## config.mk

```make
export PLATFORM = sky130hd
export DESIGN_NAME = cache_miss_arb
export DESIGN_NICKNAME = d
export VERILOG_FILES = /design/src/rtl/cache_miss_arb.sv
export SDC_FILE = /design/constraint.sdc
export NUM_CORES = 1
export LEC_CHECK = 0
export ABC_AREA = 1
export BUFFER_PORTS_ARGS = -buffer_cell sky130_fd_sc_hd__buf_2
export CAP_MARGIN = 20
export CORE_AREA = 4 4 116 118
export CTS_CLUSTER_DIAMETER = 30
export CTS_CLUSTER_SIZE = 14
export DETAILED_ROUTE_END_ITERATION = 6
export DIE_AREA = 0 0 120 122
export PLACE_DENSITY_LB_ADDON = 0.12
export SLEW_MARGIN = 25
export SYNTH_ARGS = -nofsm -noshare
export SYNTH_HDL_FRONTEND = slang
export SYNTH_SLANG_ARGS = --single-unit
```

## constraint.sdc

```tcl
create_clock -name clk -period 1.75 [get_ports clk]
set_input_delay 0.35 -clock clk [delete_from_list [all_inputs] [get_ports clk]]
set_output_delay 0.35 -clock clk [all_outputs]
set_load 0.01 [all_outputs]
```

## src/rtl/cache_miss_arb.sv

```systemverilog
// cache_miss_arb: miss controller and shared line-read port arbiter for the split L1.
// One icache/tags pair and one dcache/tags pair share a single 64-bit line-read port.
// A granted miss runs REQ (wait for mem_ack) then FILL (one-cycle fill strobe to the owner).
// Optional macro CACHE_ARB_RR_EN: round-robin arbitration on simultaneous misses
// (last_owner register). Without it, the data side has fixed priority over the
// instruction side.
module cache_miss_arb #(
    parameter int unsigned CNT_W = 16
) (
    input  logic             clk,
    input  logic             rst,
    input  logic             imiss,
    input  logic [31:0]      iaddr,
    input  logic             dvalid,
    input  logic             dmiss,
    input  logic [31:0]      daddr,
    output logic             mem_req,
    output logic [31:0]      mem_addr,
    input  logic             mem_ack,
    input  logic [63:0]      mem_rdata,
    output logic [63:0]      line,
    output logic             ifill,
    output logic             dfill,
    output logic             istall,
    output logic             dstall,
    output logic [CNT_W-1:0] imiss_cnt,
    output logic [CNT_W-1:0] dmiss_cnt
);

    localparam int unsigned AW = 32;
    localparam int unsigned DW = 64;
    localparam logic [AW-1:0]    LINE_MASK = {{(AW-3){1'b1}}, 3'b000};
    localparam logic [CNT_W-1:0] CNT_MAX   = {CNT_W{1'b1}};

    typedef enum logic [1:0] {
        IDLE = 2'd0,
        REQ  = 2'd1,
        FILL = 2'd2
    } state_t;

    state_t             state_q, state_d;
    logic               owner_d_q, owner_d_d;   // 1: data side owns the fetch
    logic               mem_req_q, mem_req_d;
    logic [AW-1:0]      mem_addr_q, mem_addr_d;
    logic [DW-1:0]      line_q, line_d;
    logic               ifill_q, ifill_d;
    logic               dfill_q, dfill_d;
    logic [CNT_W-1:0]   icnt_q, icnt_d;
    logic [CNT_W-1:0]   dcnt_q, dcnt_d;
    logic               ireq_c, dreq_c, grant_d_c;
`ifdef CACHE_ARB_RR_EN
    logic               last_d_q, last_d_d;     // 1: data side was granted last
`endif

    // Request terms and grant choice for the IDLE cycle
    always_comb begin
        ireq_c = imiss;
        dreq_c = dvalid & dmiss;
`ifdef CACHE_ARB_RR_EN
        grant_d_c = dreq_c & (~ireq_c | ~last_d_q);
`else
        grant_d_c = dreq_c;
`endif
    end

    // Next-state and registered-output computation
    always_comb begin
        state_d    = state_q;
        owner_d_d  = owner_d_q;
        mem_req_d  = mem_req_q;
        mem_addr_d = mem_addr_q;
        line_d     = line_q;
        ifill_d    = 1'b0;
        dfill_d    = 1'b0;
        icnt_d     = icnt_q;
        dcnt_d     = dcnt_q;
`ifdef CACHE_ARB_RR_EN
        last_d_d   = last_d_q;
`endif
        case (state_q)
            IDLE: begin
                if (dreq_c || ireq_c) begin
                    owner_d_d  = grant_d_c;
                    mem_addr_d = grant_d_c ? (daddr & LINE_MASK) : (iaddr & LINE_MASK);
                    mem_req_d  = 1'b1;
                    state_d    = REQ;
`ifdef CACHE_ARB_RR_EN
                    last_d_d   = grant_d_c;
`endif
                    if (grant_d_c) begin
                        if (dcnt_q != CNT_MAX) dcnt_d = dcnt_q + CNT_W'(1);
                    end else begin
                        if (icnt_q != CNT_MAX) icnt_d = icnt_q + CNT_W'(1);
                    end
                end
            end
            REQ: begin
                if (mem_ack) begin
                    line_d    = mem_rdata;
                    mem_req_d = 1'b0;
                    ifill_d   = ~owner_d_q;
                    dfill_d   = owner_d_q;
                    state_d   = FILL;
                end
            end
            FILL: begin
                state_d = IDLE;
            end
            default: begin
                state_d   = IDLE;
                mem_req_d = 1'b0;
            end
        endcase
    end

    // State and output registers with synchronous reset
    always_ff @(posedge clk) begin
        if (rst) begin
            state_q    <= IDLE;
            owner_d_q  <= 1'b0;
            mem_req_q  <= 1'b0;
            mem_addr_q <= '0;
            line_q     <= '0;
            ifill_q    <= 1'b0;
            dfill_q    <= 1'b0;
            icnt_q     <= '0;
            dcnt_q     <= '0;
`ifdef CACHE_ARB_RR_EN
            last_d_q   <= 1'b1;
`endif
        end else begin
            state_q    <= state_d;
            owner_d_q  <= owner_d_d;
            mem_req_q  <= mem_req_d;
            mem_addr_q <= mem_addr_d;
            line_q     <= line_d;
            ifill_q    <= ifill_d;
            dfill_q    <= dfill_d;
            icnt_q     <= icnt_d;
            dcnt_q     <= dcnt_d;
`ifdef CACHE_ARB_RR_EN
            last_d_q   <= last_d_d;
`endif
        end
    end

    // Output wiring; stalls follow the miss inputs combinationally
    always_comb begin
        mem_req   = mem_req_q;
        mem_addr  = mem_addr_q;
        line      = line_q;
        ifill     = ifill_q;
        dfill     = dfill_q;
        imiss_cnt = icnt_q;
        dmiss_cnt = dcnt_q;
        istall    = rst | ireq_c;
        dstall    = rst | dreq_c;
    end

endmodule

```

==> metrics.log <==
[metrics] area occupied by multi-input gates: 2500 um^2
[metrics] post-CTS resize count: 0
[metrics] CTS tree: yes
[metrics] cell types with the highest counts after synthesis: nand2_1 (187), dfxtp_1 (131), inv_1 (94), a21oi_1 (80), o21ai_0 (69)
[metrics] min setup slack post-route: 0.209 ns
[metrics] setup slack of the worst register-to-register path: 0.21 ns
[metrics] area of the die: 14,600 um^2
[metrics] count of H-tree levels built during CTS: 4
[metrics] HPWL reported at the end of detailed placement: 12,100 um
[metrics] worst ir drop on vdd: 0.724 mV
[metrics] number of library cell types mapped by synthesis: 30
[metrics] highest-delay cell along the critical path: dfxtp_1
[metrics] First-pass DRT Iterations: 4
[metrics] share of total power in sequential cells: 0.411
[metrics] internal power component: 5950 uW
[metrics] final setup violating endpoints: 0
[metrics] count of buffers added by post-CTS timing repair for setup: 0
[metrics] hold wc startpoint: iaddr[29]
[metrics] maximum clock frequency: 0.649 GHz
[metrics] antenna cell count: 0
[metrics] largest fanout on the critical path: 16
[metrics] Residual DRC: 0
[metrics] routed length per placed instance: 13.3 um
[metrics] number of I/O pins: 267
[metrics] maximum number of buffers from clock root to sink: 2
[metrics] number of buffers inserted by port buffering: 257
[metrics] total grt overflow: 0
[metrics] pin count of the biggest net entering global routing: 57
[metrics] capture instance of the worst register-to-register path: dmiss_cnt[13]$_SDFFE_PP0P_
[metrics] net switching share of the total power: 0.246
[metrics] wire length of the first global-routing pass: 25,300 um
[metrics] Synth warnings: 0
[metrics] part of the power in the clock network: 0.469
[metrics] critical path arrival: 1.84 ns
[metrics] core area: 12,500 um^2
[metrics] Filler cells: 1,175
[metrics] number of stages on the worst hold path: 3
[metrics] via count: 5,682
[metrics] max capacitance violation total: 0
[metrics] post-detailed-route count of antenna-violating nets: 0
[metrics] Worst Hold Class: input port to flip-flop
[metrics] post-layout utilization of the core: 0.636
[metrics] final number of hold-violating endpoints: 0
[metrics] routability congestion estimate from global placement: 0.801
[metrics] Yosys top cell by area: dfxtp_1
[metrics] Final Max Slew Viols: 0
[metrics] type of the worst setup path: flip-flop to flip-flop
[metrics] startpoint type of the worst setup path: flip-flop
[metrics] top cell type's share of synthesized area: 0.458
[metrics] number of instances in the synthesized netlist: 781
[metrics] pre-CTS setup slack: 0.214 ns
[metrics] cts bufs inserted: 17
[metrics] number of flops mapped to enable cells by yosys: 0
[metrics] data required time of the critical path: 2.05 ns
[metrics] register bit count reported by yosys: 131
[metrics] share of flip-flops with an asynchronous set or reset: 0
[metrics] static leakage power: 0.00366 uW
[metrics] Cell Count Post-Placement: 1,195
[metrics] Period Utilization, post-route: 0.881
[metrics] die boundary height: 122 um
[metrics] combinational fraction of design power: 0.120
[metrics] commonest register cell after synthesis: dfxtp_1
[metrics] Vias/cell: 4.63
[metrics] element type at the critical path end: flip-flop
[metrics] quantity of hold-fixing buffers added after cts: 0
[metrics] synthesized area per cell: 7.33 um^2
[metrics] Non-Filler Instances: 1,227
[metrics] post-route setup TNS: 0 ns
[metrics] most common cell in the netlist: nand2_1
[metrics] clock period minus final worst setup slack: 1.54 ns
[metrics] power density over cell area: 995 nW/um^2
[metrics] synthesis-to-layout area growth: 38.5%
[metrics] sink count of the clock tree: 131
[metrics] combined flip-flop and latch cell area: 2620 um^2
[metrics] number of global-route vias before repair: 5,104
[metrics] area of the mapped netlist: 5730 um^2
[metrics] top cells by area in the synthesized netlist: dfxtp_1 (46%), nand2_1 (12%), a21oi_1 (7.0%)
[metrics] share of layout cells above drive strength 1: 0.346
[metrics] unrepaired setup endpoints after global routing: false
[metrics] detailed router's first-iteration violation count: 377
[metrics] capture endpoint of the worst hold path: mem_addr[29]$_SDFFE_PP0P_
[metrics] overall global routing resource usage: 0.218
[metrics] CTS root buf: clkbuf_16
[metrics] Net Sw Power: 1940 uW
[metrics] FF-to-FF Start: dmiss_cnt[0]$_SDFFE_PP0P_
[metrics] effective utilization at floorplan: 0.459
[metrics] portion of the post-synthesis area used by sequential elements: 0.458
[metrics] width of the chip: 120 um
[metrics] Worst-Skew Late Latency: 0.41 ns
[metrics] Clock Skew: 0.00697 ns
[metrics] outcome: complete, no violations
[metrics] Total Wirelength: 16,300 um
[metrics] crit path cell chain: ha_1, inv_1, nor2_1, nand2_1, nor2_2, nor2_4, nand3_1, nand2_1, nor2_1
[metrics] worst reg-to-reg path cell count: 9
[metrics] Clock transition at path regs: 0.06 ns
[metrics] highest cell delay on the worst timing path: 0.35 ns
[metrics] number of antenna violations at the first check in global routing: 0
[metrics] number of cell rows: 41
[metrics] number of nets in the layout: 1,178
==> registers in the layout (all words and copies together), names as in the netlist <==
register   cells
line          64
mem_addr      29
dmiss_cnt     16
imiss_cnt     16
state_q        2
dfill          1
ifill          1
mem_req        1
owner_d_q      1
==> worst max path at each step <==
stage | from | endpoint | slack [ns] | cells after the start
floorplan | imiss_cnt[0]$_SDFFE_PP0P_ | imiss_cnt[11]$_SDFFE_PP0P_ | 0.14 | 9
global placement | dmiss_cnt[0]$_SDFFE_PP0P_ | dmiss_cnt[13]$_SDFFE_PP0P_ | 0.23 | 9
detailed placement | dmiss_cnt[0]$_SDFFE_PP0P_ | dmiss_cnt[13]$_SDFFE_PP0P_ | 0.21 | 9
CTS | dmiss_cnt[0]$_SDFFE_PP0P_ | dmiss_cnt[13]$_SDFFE_PP0P_ | 0.21 | 9
global route | dmiss_cnt[0]$_SDFFE_PP0P_ | dmiss_cnt[13]$_SDFFE_PP0P_ | 0.05 | 9
finish | dmiss_cnt[0]$_SDFFE_PP0P_ | dmiss_cnt[13]$_SDFFE_PP0P_ | 0.21 | 9
==> cells in the final DEF (no fill, tap or decap) <==
master / Yosys / final
buf_2: 16 / 257
nand2_1: 187 / 187
dfxtp_1: 131 / 131
inv_1: 94 / 93
a21oi_1: 80 / 80
o21ai_0: 69 / 69
nor2_1: 45 / 45
a31oi_1: 29 / 29
nand3_1: 23 / 22
buf_4: 4 / 20
nand2_2: 17 / 17
clkbuf_16: 0 / 17
a21oi_2: 10 / 10
buf_12: 2 / 8
nand4_1: 7 / 7
xor2_1: 7 / 7
nor2_2: 6 / 6
nor2_4: 6 / 6
inv_2: 4 / 5
clkinv_4: 1 / 5
nand3b_1: 4 / 4
bufinv_16: 0 / 4
nand2_4: 3 / 3
nor3_1: 3 / 3
nor3b_1: 3 / 3
xnor2_1: 3 / 3
conb_1: 1 / 3
clkinv_2: 0 / 3
ha_1: 2 / 2
clkbuf_1: 20 / 2
clkinvlp_4: 0 / 2
nand3_4: 0 / 1
nand3_2: 1 / 1
==> metal layers <==
layer  part of all wire  track usage  wire length [um]
met1               0.40        0.249              6580
met2               0.51        0.376              8280
met3              0.077       0.0859              1250
met4              0.013       0.0687               214
met5                  0            0                 0
==> per-stage QoR <==
step	power [uW]	instance area [um^2]	hold WS [ns]
CTS	7970	7930	0.176
floorplan	3820	5730	0.417
finish	7900	7930	0.195
detailed placement	4260	7310	0.431
global route	8210	7930	0.189
global placement	4250	7310	0.427
==> cell type report <==
class                      instances  area share
multi-input combinational        508       0.316
sequential                       131       0.331
inverter                          99      0.0475
timing repair buffer             285       0.201
clock inverter                    13      0.0233
tap                              172      0.0271
clock buffer                      19      0.0546
==> cell families after synthesis <==
logic type,Yosys count,synth area share
xor gates and xnor gates,10,0.0153
buffers and inverters,144,0.108
AOI/OAI and AO/OA,188,0.177
other,1,0.000655
and+or+nand+nor,305,0.236
adders and majority gates,2,0.00437
DFF,131,0.458
==> power by group through the flow <==
stage	combinational, uW	clock [uW]	sequential (uW)
2_1_floorplan	423	0	3390
3_3_place_gp	950	0	3300
3_5_place_dp	959	0	3310
4_1_cts	960	3760	3250
5_1_grt	1050	3890	3270
6_report	947	3700	3250
==> worst max-delay path: cells and delay by family, from the launching register on <==
| kind | cells | cell delay (ns) |
|---|---|---|
| and+or+nand+nor | 7 | 0.79 |
| DFF | 1 | 0.35 |
| adders and majority gates | 1 | 0.23 |
| buffers and inverters | 1 | 0.05 |
Note: power is estimated with default switching activity, not from simulation.
